### src/rtl/sort_8x8b_unpack_stream.sv
// rtl/sort_8x8b_unpack_stream.sv - serialises a packed sorted word one element per cycle
// Flags words that are not ascending by lane and keeps a saturating count of them.
module sort_8x8b_unpack_stream #(
  parameter int N_ELEM = 8,
  parameter int W      = 8,
  parameter int CNT_W  = 8,
  localparam int IDX_W = (N_ELEM > 1) ? $clog2(N_ELEM) : 1
) (
  input  logic                  clk,
  input  logic                  rst,
  input  logic                  in_valid,
  output logic                  in_ready,
  input  logic [N_ELEM*W-1:0]   in_data,
  input  logic                  in_desc,
  output logic                  out_valid,
  input  logic                  out_ready,
  output logic [W-1:0]          out_data,
  output logic [IDX_W-1:0]      out_idx,
  output logic                  out_last,
  output logic                  sort_err,
  output logic [CNT_W-1:0]      err_count
);

  typedef enum logic {IDLE, STREAM} state_t;

  localparam logic [IDX_W-1:0] LAST_IDX = IDX_W'(N_ELEM - 1);

  state_t              state, state_next;
  logic [N_ELEM*W-1:0] word_q;
  logic                desc_q;
  logic [IDX_W-1:0]    idx_q;
  logic                sort_err_q;
  logic [CNT_W-1:0]    err_count_q;

  logic                in_bad;
  logic                is_last;
  logic                accept;
  logic                advance;
  logic [IDX_W-1:0]    lane_sel;
  logic [W-1:0]        lanes [N_ELEM];

  always_comb begin
    in_bad = 1'b0;
    for (int k = 0; k < N_ELEM - 1; k++) begin
      if (in_data[k*W +: W] > in_data[(k+1)*W +: W]) in_bad = 1'b1;
    end
  end

  always_comb begin
    for (int k = 0; k < N_ELEM; k++) lanes[k] = word_q[k*W +: W];
  end

  assign is_last   = (idx_q == LAST_IDX);
  assign out_valid = (state == STREAM);
  assign out_last  = out_valid & is_last;
  assign advance   = out_valid & out_ready;
  // Ready may rise on the final element's handshake so consecutive words stream without a bubble.
  assign in_ready  = !rst & ((state == IDLE) | (out_last & out_ready));
  assign accept    = in_valid & in_ready;
  assign lane_sel  = desc_q ? (LAST_IDX - idx_q) : idx_q;
  assign out_data  = lanes[lane_sel];
  assign out_idx   = idx_q;
  assign sort_err  = sort_err_q;
  assign err_count = err_count_q;

  always_comb begin
    state_next = state;
    case (state)
      IDLE:    if (accept) state_next = STREAM;
      STREAM:  if (advance && is_last && !accept) state_next = IDLE;
      default: state_next = IDLE;
    endcase
  end

  always_ff @(posedge clk) begin
    if (rst) begin
      state       <= IDLE;
      word_q      <= '0;
      desc_q      <= 1'b0;
      idx_q       <= '0;
      sort_err_q  <= 1'b0;
      err_count_q <= '0;
    end else begin
      state <= state_next;
      if (accept) begin
        word_q     <= in_data;
        desc_q     <= in_desc;
        idx_q      <= '0;
        sort_err_q <= in_bad;
        if (in_bad && !(&err_count_q)) err_count_q <= err_count_q + 1'b1;
      end else if (advance && !is_last) begin
        idx_q <= idx_q + 1'b1;
      end
    end
  end

endmodule
### config.mk
export PLATFORM = sky130hd
export DESIGN_NAME = sort_8x8b_unpack_stream
export DESIGN_NICKNAME = d
export VERILOG_FILES = /design/src/rtl/sort_8x8b_unpack_stream.sv
export SDC_FILE = /design/constraint.sdc
export NUM_CORES = 1
export LEC_CHECK = 0
export CORE_UTILIZATION = 57
export CTS_BUF_LIST = sky130_fd_sc_hd__clkbuf_16
export DETAILED_ROUTE_END_ITERATION = 7
export GPL_ROUTABILITY_DRIVEN = 0
export GPL_TIMING_DRIVEN = 0
export PLACE_DENSITY_LB_ADDON = 0.25
export SYNTH_ARGS = -nofsm -noshare
export SYNTH_HDL_FRONTEND = slang
export SYNTH_SLANG_ARGS = --single-unit
### constraint.sdc
create_clock -name clk -period 7.3 [get_ports clk]
set_input_delay 1.46 -clock clk [delete_from_list [all_inputs] [get_ports clk]]
set_output_delay 1.46 -clock clk [all_outputs]
set_load 0.005 [all_outputs]
After elaboration in Yosys (flattened, before gate mapping)
Index checks and enable logic that the tools add are counted.
{"block": "op_classes", "n_addsub": 3, "n_lt_le_gt_ge": 8, "n_eq_ne": 1, "n_mux": 14, "bitwise_logic": 8, "reduce_logical": 11}
{"cell": "greater-than comparator 8 bit", "count": 7}
{"cell": "binary-select mux 8 bit (select 3 bit)", "count": 1}
{"cell": "two-way mux 8 bit", "count": 2}
{"cell": "two-way mux 1 bit", "count": 9}
{"cell": "adder 8 x 1 -> 8 bit, second input constant", "count": 1}
{"cell": "AND reduction 8 bit", "count": 1}
{"cell": "bitwise AND 1 bit", "count": 5}
{"cell": ">= comparator 4 bit, second input constant", "count": 1}
{"cell": "logical AND 1 bit", "count": 4}
{"cell": "logical NOT 1 bit", "count": 4}
{"cell": "inverter 3 -> 4 bit", "count": 1}
{"cell": "adder 3 x 1 -> 3 bit, second input constant", "count": 1}
{"cell": "== test 3 bit, second input constant", "count": 1}
{"cell": "two-way mux 3 bit", "count": 1}
{"cell": "subtractor 3 bit, first input constant", "count": 1}
{"cell": "one-hot mux 1 bit (2 select lines)", "count": 1}
{"cell": "AND reduction 2 bit", "count": 1}
{"cell": "OR reduction 2 bit", "count": 1}
{"cell": "inverter 1 bit", "count": 1}
{"cell": "bitwise OR 1 bit", "count": 1}
{"block": "word_totals", "reg_bits": 78, "in_bits": 69, "out_inout_bits": 23, "word_cells": 51}

Depth between registers and ports, before layout
{"block": "depth", "depth_word": 10, "ltp_mapped": 10, "depth_no_buf": 9}

Worst setup path after synthesis
Ideal clock, no wire load.
{"block": "synth_timing", "path_type": "register to output", "from": "register idx_q[0] (netlist: out_idx[0])", "to": "output port out_data[0]", "arrival_ns": 1.950, "t_required_ns": 5.840, "setup_slack_ns": 3.890, "path_stages_with_launch": 5, "n_path_buf": 1, "path_cell_list": "dfxtp_1 xor2_1 buf_6 mux4_2 mux2_2"}
{"block": "synth_between", "elab_chain_len": 6}
{"element": "start, declared", "line": "31", "rtl": "logic [IDX_W-1:0] idx_q;"}
{"element": "start signal, assigned", "line": "92", "rtl": "idx_q <= idx_q + 1'b1;"}
{"element": "subtractor 3 bit", "line": "60", "rtl": "assign lane_sel = desc_q ? (LAST_IDX - idx_q) : idx_q;"}
{"element": "two-way mux 3 bit *", "line": "60"}
{"element": "inverter 3 -> 4 bit (not written as such) *", "line": "61", "rtl": "assign out_data = lanes[lane_sel];"}
{"element": "binary-select mux 8 bit (select 3 bit) *", "line": "61"}
{"element": "two-way mux 8 bit (not written as such) * (2 in series)", "line": "61"}
{"element": "end, declared", "line": "17", "rtl": "output logic [W-1:0] out_data,"}
Mark *: on every way between the ends. The rest lies on a longest branch, timed or not. The select of a mux whose other input is x is not followed.

Worst setup path after layout
{"block": "layout_timing", "from": "register desc_q", "to": "output port out_data[1]"}
{"block": "layout_between", "elab_chain_len": 5}
{"element": "start, declared", "line": "30", "rtl": "logic desc_q;"}
{"element": "start signal, assigned", "line": "87", "rtl": "desc_q <= in_desc;"}
{"element": "two-way mux 3 bit", "line": "60"}
{"element": "inverter 3 -> 4 bit (not written as such)", "line": "61"}
{"element": "binary-select mux 8 bit (select 3 bit)", "line": "61"}
{"element": "two-way mux 8 bit (not written as such) (2 in series)", "line": "61"}
Every way passes these cells. The select of a mux whose other input is x is not followed.

==> flow_metrics.env <==
export IMPL_critPathMaxFanout=10
export IMPL_cts_clk_slew_worst_paths_ps=60
export IMPL_layout_commonest_cell="clkdlybuf4s50_1"
export IMPL_synth_edff_count=0
export IMPL_cts_root_buf="clkbuf_16"
export IMPL_p_leak_nw=2.62
export IMPL_critPathLaunchType="flop"
export IMPL_peakVddDrop_uv=113
export IMPL_yosysTopAreaCell="dfxtp_1"
export IMPL_whs_path_depth=1
export IMPL_grt_pass1_wl_mm=21.8
export IMPL_synth_seq_cells=78
export IMPL_synth_top_area_frac=0.317
export IMPL_postCtsSetupBuffers=0
export IMPL_crit_family="multiplexers"
export IMPL_rows=33
export IMPL_setup_tns_ps=0
export IMPL_rr_worst_depth=10
export IMPL_io_pin_count=92
export IMPL_multiInputGateArea_um2=3030
export IMPL_routed_wirelength_mm=14.0
export IMPL_cts_max_level=3
export IMPL_relSlewSlack=0.409
export IMPL_worst_pin_slew_ps=884
export IMPL_cts_resized=0
export IMPL_start_util=0.594
export IMPL_min_from="sort_err$_SDFFE_PP0P_"
export IMPL_fin_nets=812
export IMPL_num_antenna_cells=0
export IMPL_hold_path_class="reg2reg"
export IMPL_cts_sinks=78
export IMPL_vias=4633
export IMPL_clock_skew_ps=4.62
export IMPL_syn_avg_cell_area_um2=8.47
export IMPL_post_dp_hpwl_mm=10.9
export IMPL_rsz0062_at_grt="false"
export IMPL_wl_per_cell_um=17.7
export IMPL_postRouteAntennaNets=0
export IMPL_worstHoldEndpoint="sort_err$_SDFFE_PP0P_"
export IMPL_final_layout_size_suffix_gt1_frac=0.0597
export IMPL_setup_violations=0
export IMPL_cp_buffers_inverters=2
export IMPL_postSynth_asyncResetShare=0
export IMPL_grt_pass1_vias=4408
export IMPL_max_cap_viol_count=0
export IMPL_critPathArrivalTime_ps=3030
export IMPL_grtUsageTotal=0.327
export IMPL_nFillCells=622
export IMPL_cts_buffer_depth=2
export IMPL_final_core_util=0.750
export IMPL_antenna_found_initial=0
export IMPL_crit_slowest_cell="xor2_1"
export IMPL_hold_violations=0
export IMPL_dp_cells=778
export IMPL_worstSetupPathType="reg2out"
export IMPL_seq_area_frac_synth=0.317
export IMPL_min_period_over_period=0.615
export IMPL_worstPathRequired_ps=5840
export IMPL_die_y_um=95.0
export IMPL_cp_cell_sequence="xor2_1 -> buf_6 -> mux4_2 -> mux2_2 -> clkdlybuf4s50_1"
export IMPL_final_seq_area_um2=1560
export IMPL_synthCells=582
export IMPL_outcome="complete, no violations"
export IMPL_end_kind="output port"
export IMPL_grt_ovfl_total=0
export IMPL_via_per_inst=5.85
export IMPL_die_x_um=95.0
export IMPL_drv_slew=0
export IMPL_min_period_ps=4490
export IMPL_cpPeakStageDelay_ps=700
export IMPL_netlist_area_um2=4930
export IMPL_cts_made_buffers=9
export IMPL_area_growth_pct=26.3
export IMPL_drtIter0Drc=296
export IMPL_p_per_area_nw_per_um2=179
export IMPL_yosysUniqueCellTypes=44
export IMPL_synthesis_nets=710
export IMPL_drc=0
export IMPL_core_area_um2=8300
export IMPL_r2r_slack_ps=4790
export IMPL_fin_cells=792
export IMPL_die_area_um2=9020
export IMPL_yosys_warnings=0
export IMPL_clkLatencyLatePin_ps=340
export IMPL_fmax_ghz=0.223
export IMPL_worst_r2r_endpoint="word_q[27]$_SDFFE_PP0P_"
export IMPL_final_cell_mix="clkdlybuf4s50_1 (91), dfxtp_1 (78), o21ai_0 (75), nand2_1 (73), nand2b_1 (70)"
export IMPL_worstReg2RegStart="out_idx[1]$_SDFFE_PP0P_"
export IMPL_port_buffers=91
export IMPL_grt_max_degree=13
export IMPL_cts_hold_buf=0
export IMPL_ys_flop_type="dfxtp_1"
export IMPL_tritoncts="built"
export IMPL_ys_top_cells_by_area="dfxtp_1 (32%), ha_1 (15%), nand2b_1 (8.9%)"
export IMPL_dr_pass1_iters=5
## metrics by stage
stage / cell area [µm²] / worst slack [ps] / hold WS, ps / total power [mW]
3_5_place_dp: 5970 / 2960 / 444 / 0.719
5_1_grt: 6220 / 2670 / 482 / 1.15
2_1_floorplan: 4930 / 3890 / 444 / 0.607
3_3_place_gp: 5970 / 3030 / 442 / 0.707
4_1_cts: 6220 / 2790 / 462 / 1.11
6_report: 6220 / 2810 / 455 / 1.12
## where the power goes
group	internal (mW)	switching [mW]
Combinational	0.126	0.117
Sequential	0.453	0.0195
Clock	0.224	0.176
## cells by family after synthesis
group	count (synthesis)	share of synthesized area
and+or+nand+nor	202	0.214
AOI/OAI and AO/OA	126	0.143
buffers and inverters	86	0.0681
DFF	78	0.317
adders and majority gates	59	0.150
muxes	27	0.101
xor gates and xnor gates	4	0.00711
## cell usage after synthesis (2+ instances only)
| cell | n |
|---|---|
| dfxtp_1 | 78 |
| o21ai_0 | 75 |
| nand2_1 | 73 |
| nand2b_1 | 70 |
| inv_1 | 60 |
| ha_1 | 59 |
| a21oi_1 | 24 |
| clkbuf_1 | 18 |
| nand4_1 | 17 |
| mux4_2 | 12 |
| nor2_1 | 10 |
| nor2b_1 | 9 |
| o211ai_1 | 9 |
| mux2_2 | 8 |
| nand3_1 | 5 |
| a31oi_1 | 4 |
| mux4_1 | 4 |
| xor2_1 | 4 |
| and2_1 | 3 |
| and3_1 | 3 |
| buf_1 | 3 |
| buf_2 | 3 |
| mux2i_1 | 3 |
| nor3_1 | 3 |
| a211o_1 | 2 |
| a311oi_1 | 2 |
| nor4_1 | 2 |
| o21a_1 | 2 |
| o31ai_1 | 2 |
## how the worst max path moves through the flow
| stage | startpoint | endpoint | slack (ps) | depth (start not counted) |
|---|---|---|---|---|
| final | desc_q$_SDFFE_PP0P_ | out_data[1] | 2810 | 5 |
| after CTS | desc_q$_SDFFE_PP0P_ | out_data[1] | 2790 | 5 |
| after floorplan | out_idx[0]$_SDFFE_PP0P_ | out_data[0] | 3890 | 4 |
| after global placement | in_data[15] | err_count[2]$_SDFFE_PP0P_ | 3030 | 10 |
| after global routing | desc_q$_SDFFE_PP0P_ | out_data[3] | 2670 | 5 |
| after detailed placement | in_data[25] | err_count[2]$_SDFFE_PP0P_ | 2960 | 10 |
## area by class of cell
cell class              instances  area share
plain buffers                  26      0.0177
flip-flops and latches         78       0.251
clock buffers                   9      0.0362
multi-input cells             418       0.487
repair buffers                 91       0.146
inverters                      60      0.0362
well taps                     105      0.0211
clock inverters                 5     0.00462
## per-layer routing
metal	vias up	wire length (µm)	global-route usage
met4	0	440	0.163
met3	34	1120	0.0467
met2	219	6330	0.515
li1	2219	-	-
met1	2161	6100	0.438
met5	-	0	0
## state kept, by name (all words and copies together) (netlist names)
signal / cells
out_idx: 3
sort_err: 1
err_count: 8
desc_q: 1
out_valid: 1
word_q: 64
## worst register-to-register path: cells and delay by family (launching register included)
family,cells,cell delay [ps]
AO/OA/AOI/OAI,2,190
AND/OR/NAND/NOR,3,500
buffers and inverters,3,1000
flip-flops,1,400
adder cells (fa/ha/maj),2,350
Power figures use the tool's default switching activity.
